### src/rtl/c3_sched.sv
// C3 layer scheduler.
// Walks every output pixel of the C3 layer in the order grp -> row -> col -> half.
// Each pixel is issued to the MAC array as two halves, covering input channels
// 0-2 and then 3-5. The scheduler limits how many pixels are in flight, forwards
// the MAC completion strobe to the ReLU/quantise stage, and writes each quantised
// result to output memory in issue order.
//
// Issue handshake: a transfer happens on a rising clk edge where issue_valid and
// issue_ready are both 1. While issue_valid=1 and issue_ready=0, issue_valid and
// all issue_* fields hold their values. issue_valid never depends combinationally
// on issue_ready.
module c3_sched #(
  parameter int OUT_DIM = 10,
  parameter int OCH_GRP = 8,
  parameter int MAX_OUT = 4,
  localparam int OW = $clog2(MAX_OUT + 1)
) (
  input  logic          clk,
  input  logic          rst,
  input  logic          start,
  output logic          issue_valid,
  input  logic          issue_ready,
  output logic [3:0]    issue_row,
  output logic [3:0]    issue_col,
  output logic [2:0]    issue_grp,
  output logic          issue_half,
  input  logic          mac_done,
  output logic          c3_part_valid,
  input  logic          c3_valid,
  output logic          wr_en,
  output logic [9:0]    wr_addr,
  output logic          busy,
  output logic          done,
  output logic          err,
  output logic [1:0]    dbg_state,
  output logic [OW-1:0] dbg_outstanding
);

  typedef enum logic [1:0] {
    S_IDLE  = 2'd0,
    S_ISSUE = 2'd1,
    S_DRAIN = 2'd2,
    S_DONE  = 2'd3
  } state_t;

  localparam logic [9:0]    TOTAL    = 10'(OCH_GRP * OUT_DIM * OUT_DIM);
  localparam logic [3:0]    DIM_LAST = 4'(OUT_DIM - 1);
  localparam logic [2:0]    GRP_LAST = 3'(OCH_GRP - 1);
  localparam logic [OW-1:0] MAX_CNT  = OW'(MAX_OUT);

  state_t        state;
  logic [OW-1:0] outstanding;
  logic [9:0]    retire_cnt;

  logic          hs;
  logic          inc_out;
  logic          retire_ok;
  logic          last_issue;
  logic          credit_ok;
  logic [OW-1:0] out_nxt;
  logic [3:0]    nxt_row;
  logic [3:0]    nxt_col;
  logic [2:0]    nxt_grp;
  logic          nxt_half;

  assign dbg_state       = state;
  assign dbg_outstanding = outstanding;

  // Handshake decode, credit arithmetic and next issue coordinates.
  always_comb begin
    hs        = issue_valid && issue_ready;
    inc_out   = hs && !issue_half;
    // A retire with nothing outstanding is a protocol error and is not written.
    retire_ok = c3_valid && (outstanding != '0);

    out_nxt = outstanding;
    if (inc_out && !retire_ok) begin
      out_nxt = outstanding + 1'b1;
    end else if (!inc_out && retire_ok) begin
      out_nxt = outstanding - 1'b1;
    end

    last_issue = (issue_grp == GRP_LAST) && (issue_row == DIM_LAST) &&
                 (issue_col == DIM_LAST) && issue_half;

    nxt_half = issue_half;
    nxt_col  = issue_col;
    nxt_row  = issue_row;
    nxt_grp  = issue_grp;
    if (hs) begin
      nxt_half = ~issue_half;
      if (issue_half) begin
        if (issue_col == DIM_LAST) begin
          nxt_col = '0;
          if (issue_row == DIM_LAST) begin
            nxt_row = '0;
            nxt_grp = (issue_grp == GRP_LAST) ? '0 : issue_grp + 3'd1;
          end else begin
            nxt_row = issue_row + 4'd1;
          end
        end else begin
          nxt_col = issue_col + 4'd1;
        end
      end
    end

    // A second half never needs a credit; a first half needs a free slot.
    credit_ok = nxt_half || (out_nxt < MAX_CNT);
  end

  // Layer FSM plus issue, credit, retire and status registers.
  always_ff @(posedge clk or posedge rst) begin
    if (rst) begin
      state         <= S_IDLE;
      outstanding   <= '0;
      retire_cnt    <= '0;
      issue_valid   <= 1'b0;
      issue_row     <= '0;
      issue_col     <= '0;
      issue_grp     <= '0;
      issue_half    <= 1'b0;
      c3_part_valid <= 1'b0;
      wr_en         <= 1'b0;
      wr_addr       <= '0;
      busy          <= 1'b0;
      done          <= 1'b0;
      err           <= 1'b0;
    end else begin
      c3_part_valid <= mac_done;
      outstanding   <= out_nxt;

      wr_en <= retire_ok;
      if (retire_ok) begin
        wr_addr    <= retire_cnt;
        retire_cnt <= retire_cnt + 10'd1;
      end

      if (c3_valid && (outstanding == '0)) begin
        err <= 1'b1;
      end
      if (mac_done && (state == S_IDLE)) begin
        err <= 1'b1;
      end

      case (state)
        S_IDLE: begin
          if (start) begin
            state       <= S_ISSUE;
            busy        <= 1'b1;
            retire_cnt  <= '0;
            issue_row   <= '0;
            issue_col   <= '0;
            issue_grp   <= '0;
            issue_half  <= 1'b0;
            issue_valid <= (MAX_CNT != '0);
          end
        end
        S_ISSUE: begin
          issue_row  <= nxt_row;
          issue_col  <= nxt_col;
          issue_grp  <= nxt_grp;
          issue_half <= nxt_half;
          if (hs && last_issue) begin
            issue_valid <= 1'b0;
            state       <= S_DRAIN;
          end else begin
            issue_valid <= credit_ok;
          end
        end
        S_DRAIN: begin
          if (retire_cnt == TOTAL) begin
            state <= S_DONE;
            busy  <= 1'b0;
            done  <= 1'b1;
          end
        end
        S_DONE: begin
          state <= S_IDLE;
          done  <= 1'b0;
        end
        default: begin
          state <= S_IDLE;
          busy  <= 1'b0;
          done  <= 1'b0;
        end
      endcase
    end
  end

endmodule

### config.mk
export PLATFORM = sky130hd
export DESIGN_NAME = c3_sched
export DESIGN_NICKNAME = d
export VERILOG_FILES = /design/src/rtl/c3_sched.sv
export SDC_FILE = /design/constraint.sdc
export NUM_CORES = 1
export LEC_CHECK = 0
export BUFFER_PORTS_ARGS = -buffer_cell sky130_fd_sc_hd__buf_2
export CAP_MARGIN = 10
export CORE_UTILIZATION = 50
export CTS_CLUSTER_DIAMETER = 50
export DETAILED_ROUTE_END_ITERATION = 10
export PLACE_DENSITY = 0.77
export SKIP_LAST_GASP = 1
export SLEW_MARGIN = 20
export SYNTH_ARGS = -nofsm -noshare
export SYNTH_HDL_FRONTEND = slang
export SYNTH_SLANG_ARGS = --single-unit
### constraint.sdc
create_clock -name clk -period 2.3 [get_ports clk]
set_clock_uncertainty 0.05 [all_clocks]
set_input_delay 0.115 -clock clk [delete_from_list [all_inputs] [get_ports clk]]
set_output_delay 0.115 -clock clk [all_outputs]
set_load 0.02 [all_outputs]
==> Word level (Yosys, flattened, before mapping) <==
Cells that the tools add are included.
{ "totals": {"ff_bits": 43, "inputBits": 6, "output_inout_bits": 33, "elab_cells": 103} }
{ "classes": {"addsub": 6, "order_cmp": 1, "eq_ne": 14, "n_mux": 38, "n_bitwise": 1, "n_reduce_logical": 29} }
{ "ops": {"columns": ["cell", "count"], "rows": [
  ["$mux W4", 8],
  ["$mux W10", 3],
  ["$mux W3", 8],
  ["$pmux W4 S2", 2],
  ["$ne A2 B2 Y1 const B", 7],
  ["$logic_and A1 B1 Y1", 11],
  ["$add A10 B1 Y10 const B", 1],
  ["$eq A10 B10 Y1 const B", 1],
  ["$add A4 B1 Y4 const B", 2],
  ["$eq A4 B4 Y1 const B", 2],
  ["$mux W1", 8],
  ["$pmux W1 S2", 4],
  ["$pmux W2 S4", 1],
  ["$reduce_bool A2 Y1", 4],
  ["$add A3 B1 Y3 const B", 2],
  ["$mux W2", 3],
  ["$pmux W3 S2", 1],
  ["$reduce_and A3 Y1", 2],
  ["$reduce_and A6 Y1", 1],
  ["$reduce_and A5 Y1", 1],
  ["$eq A2 B2 Y1 const B", 2],
  ["$reduce_and A2 Y1", 2],
  ["$reduce_and A4 Y1", 1],
  ["$eq A3 B3 Y1 const B", 1],
  ["other kinds (9)", 11]
]} }

==> Longest topological paths before layout <==
{ "logic_depth": {"depth_word": 10, "depth_mapped": 12, "mapped_depth_nobuf": 10} }

==> Worst setup path after synthesis <==
OpenSTA, ideal clock, no wires.
{ "synth_timing": {"path_kind": "register to register", "from": "reg outstanding[0] (netlist: dbg_outstanding[0])", "to": "reg issue_valid", "setup_ps": 128, "arrival_ps": 2086, "required_ps": 2122, "setup_slack_ps": 35, "stages_incl_launch_ff": 13, "path_buffers": 2, "synth_period_minus_slack_ps": 2265, "cell_sequence": "dfrtp_1 > inv_1 > ha_1 > nand2b_1 > buf_2 > nand2_1 > buf_2 > inv_1 > ha_1 > nand2_1 > o21ai_0 > xor2_1 > a31oi_1"} }
{ "synth_via": {"elab_chain_cells": 9, "elab_cells_between_ends": 13, "classes_between": "2 x add/sub; 1 x order compare; 4 x mux; 6 x reduce/logical"} }
{ "synth_lines": {"columns": ["element", "line_no", "text"], "rows": [
  ["start: declaration", "52", "logic [OW-1:0] outstanding;"],
  ["start signal: assignment", "130", "outstanding <= out_nxt;"],
  ["$reduce_bool A3 Y1 *", "74", "retire_ok = c3_valid && (outstanding != '0);"],
  ["$logic_and A1 B1 Y1 *", "74", null],
  ["named net retire_ok", "57", "logic retire_ok;"],
  ["$logic_and A1 B1 Y1 / $logic_not A1 Y1 (equally long branches)", "79, 77", null],
  ["$mux W3 / $logic_and A1 B1 Y1 (equally long branches)", "79, 77", null],
  ["$mux W3 *", "77", "if (inc_out && !retire_ok) begin"],
  ["named net out_nxt[2]", "60", "logic [OW-1:0] out_nxt;"],
  ["$lt A3 B3 Y1 *", "108", "credit_ok = nxt_half || (out_nxt < MAX_CNT);"],
  ["$logic_or A1 B1 Y1 *", "108", null],
  ["$mux W1 *", "163", "if (hs && last_issue) begin"],
  ["$pmux W1 S2 *", "145", "case (state)"],
  ["end signal: assignment", "155", "issue_valid <= (MAX_CNT != '0);"],
  ["end signal: assignment", "167", "issue_valid <= credit_ok;"],
  ["end: declaration", "21", "output logic issue_valid,"]
]} }
The timed path passes the listed nets; every way through them passes the cells marked *.
A chain may end at the register's enable or synchronous reset.

==> Worst setup path after layout <==
{ "layout_timing": {"from": "reg state[0] (netlist: dbg_state[0])", "to": "reg issue_grp[0]"} }
{ "layout_via": {"elab_chain_cells": 3, "elab_cells_between_ends": 10, "classes_between": "6 x eq/ne; 1 x mux; 3 x reduce/logical"} }
{ "layout_lines": {"columns": ["element", "line_no", "text"], "rows": [
  ["start: declaration", "51", "state_t state;"],
  ["start signal: assignment", "114", "state <= S_IDLE;"],
  ["start signal: assignment", "148", "state <= S_ISSUE;"],
  ["start signal: assignment", "165", "state <= S_DRAIN;"],
  ["$eq A2 B1 Y1 / $logic_not A2 Y1 (equally long branches)", "145", null],
  ["$ne A2 B2 Y1 (no line) / $reduce_bool A2 Y1 (equally long branches)", null, null],
  ["$reduce_and A6 Y1 (no line)", null, null],
  ["end signal: assignment", "161", "issue_grp <= nxt_grp;"],
  ["end: declaration", "25", "output logic [2:0] issue_grp,"]
]} }
Several ways; a longest one is shown, not always the timed one.

==> summary.txt <==
Logic synthesis
  • Mapped Nets: 236
  • Proportion of synthesized chip area in sequential cells: 48.5%
  • Synthesized instance count: 212
  • Syn. warnings: 0
  • Synth top area cells: dfrtp_1, ha_1, o21ai_0, mux2_2, inv_1
  • Yosys top cell area share: 48.5%
  • Biggest area consumer among synthesized cells: dfrtp_1
  • Synth Register Bits: 43
  • Yosys cell types: 37
  • Synthesized area: 0.00222 mm2
  • Syn_area_per_cell: 10.5 um2

Clock network
  • TritonCTS clock tree: built
  • Clk_lat worst skew: 290 ps
  • Total clock sinks: 43
  • H-tree depth reported by CTS: 2
  • Postcts setup bufs: 0
  • Clock-pin slew on the worst setup and hold paths: 80 ps
  • Post_cts resized: 0
  • Hold_buf cts: 2
  • Clock root buffer: clkbuf_8
  • Num CTS Buffers: 5
  • Clock tree buffer depth: 2

Setup path
  • CP Depth: 6
  • Critical Path RT: 2430 ps
  • CP peak stage delay: 420 ps
  • Crit path kind: register to register
  • Worst path cell trace: inv_1 -> ha_1 -> mux2i_1 -> a21oi_2 -> nand3_1 -> mux2_1
  • WP data arrival: 2060 ps
  • Setup crit start kind: register
  • Slowest-stage cell, CP: dfrtp_1
  • Delay-heaviest family, CP: multiplexers
  • Endpoint class of the critical path: register
  • Cell depth of the worst flop-to-flop path: 6
  • Worst-path fanout max: 6
  • Sum of buffers and inverters on the critical path: 1

Outcome
  • Status: complete, no violations

Layout
  • Synthesis-to-finish area growth: 18.7%
  • Share of layout cells above drive strength 1: 22.8%
  • Commonest non-fill, non-tap cells in the layout: dfrtp_1, buf_2, inv_1, ha_1, o21ai_0
  • Most common cell after layout, fill and taps aside: dfrtp_1
  • Nets: 282
  • Final design utilization: 64.0%
  • ANT cells: 0

STA
  • Final Setup Violations: 0
  • RSZ-0062 raised after global routing: no
  • Clock period minus worst slack: 1930 ps
  • Setup TNS: 0 ps
  • Final Hold Vio Count: 0
  • Max-slew violations: 0
  • F_max: 0.518 GHz
  • Worst-margin pin slew: 538 ps
  • Final period utilization: 84.0%
  • Slew headroom: 64.2%

Floorplanning
  • Initial Utilization: 53.9%
  • Rows: 23
  • Io pins: 39
  • Core area: 0.00412 mm2
  • Die area: 0.00471 mm2
  • Die height: 68.6 um
  • Die width: 68.6 um

Pwr
  • Maximum VDD drop: 583 uV
  • P_leak: 0.00135 uW
  • Power Density: 1170 mW/mm2

Job
  • Max-Cap Viols: 0

Route
  • DRC Markers: 0
  • Average vias per placed instance: 5.44
  • Vias: 1680
  • Wirelength per Cell: 13.4 um
  • DR iter-0 viols: 109
  • Post-route ant nets: 0
  • Routed WL: 4150 um
  • DRT Pass-1 Iters: 4

Placement
  • Global placement routability congestion: 0.799
  • Dpl hpwl: 3010 um
  • IO buf count: 38

Global route
  • Initial antenna violation count: 0
  • First-pass GRT wire length: 6830 um
  • Met3 Use GR: 4.93%
  • Grt met1 use: 24.8%
  • Top Usage Layer GRT: met2
  • Grt ovf: 0
  • Vias in the first global route: 1557
  • Largest net degree at the start of global routing: 44
  • GRT Total Usage: 19.9%
  • Met2 Usage GRT: 33.0%

Min path
  • Cells on Worst Hold Path: 3
  • HP Class: input port to register
## where the power goes
group	internal (uW)	switching, uW
Clock	434	254
Sequential	937	161
Combinational	503	800
## per-layer routing
metal  vias up  routed length (um)
met5         -                   0
met1       800                1940
met3         5                 194
met2        35                1950
li1        840                   -
met4         0                  65
## metrics by stage
stage	instances	hold WS [ps]	cell area (um2)	worst slack, ps	power [uW]
detailed placement	299	197	2480	371	2410
global placement	299	207	2480	450	2370
CTS	309	90.1	2630	361	3120
floorplan	212	96.4	2220	35.2	2030
global route	309	112	2630	206	3310
finish	309	92.3	2630	368	3090
## final timing paths
path                              start                  to  slack (ps)
max reg2reg                dbg_state[0]        issue_grp[0]         370
min reg2reg                  wr_addr[1]          wr_addr[1]         430
max in group asynchronous           rst          wr_addr[0]        1390
min in group asynchronous           rst  dbg_outstanding[0]         430
min                            c3_valid                 err          90
max                        dbg_state[0]        issue_grp[0]         370
## flip-flops by register name (all words and copies together), names as in the netlist, 2 cells and up
name / cells
dbg_outstanding: 3
dbg_state: 2
issue_col: 4
issue_grp: 3
issue_row: 4
retire_cnt: 10
wr_addr: 10
## cells in the mapped netlist
master / n
a21o_1: 1
nor3b_1: 3
and4_1: 1
or3_1: 6
o2bb2ai_1: 4
and3b_1: 3
buf_2: 2
nand2_1: 14
nand2b_1: 6
a211oi_1: 2
inv_1: 20
and2_1: 3
a21oi_2: 1
a31oi_1: 1
mux2_4: 1
o41ai_1: 1
ha_1: 18
xnor2_1: 2
clkbuf_1: 3
xor2_1: 4
nor2b_1: 2
and3_1: 3
or4_1: 1
mux2i_1: 3
o22ai_1: 3
o21ai_1: 2
nor4b_2: 1
a21oi_1: 11
nand3_1: 6
dfrtp_1: 43
nand4_1: 6
nor2_1: 7
o211ai_1: 2
mux2_1: 2
mux2_2: 7
o21ai_0: 16
a221o_1: 1
## cell families (layout without fill, tap and decap cells)
family / count (synthesis) / count (layout) / synth area share (%)
AND/OR/NAND/NOR: 62 / 62 / 15.8
AO/OA/AOI/OAI: 45 / 45 / 12.2
flip-flops: 43 / 43 / 48.5
buffers and inverters: 25 / 72 / 4.34
adder cells (fa/ha/maj): 18 / 18 / 10.2
multiplexers: 13 / 13 / 6.60
XOR/XNOR: 6 / 6 / 2.37
## worst register-to-register path, stage by stage, from the launching register on
cell,delay (ps)
dfrtp_1,420
inv_1,120
ha_1,260
mux2i_1,350
a21oi_2,120
nand3_1,170
mux2_1,340
## final cells by class
class | instances | area [um2]
multi-input cells | 144 | 1050
inverters | 20 | 75.1
clock buffers | 6 | 72.6
well taps | 50 | 62.6
repair buffers | 44 | 240
flip-flops and latches | 43 | 1080
clock inverters | 2 | 60.1
fillers | 327 | 1480
No activity file was read; power rests on OpenSTA's default activity.
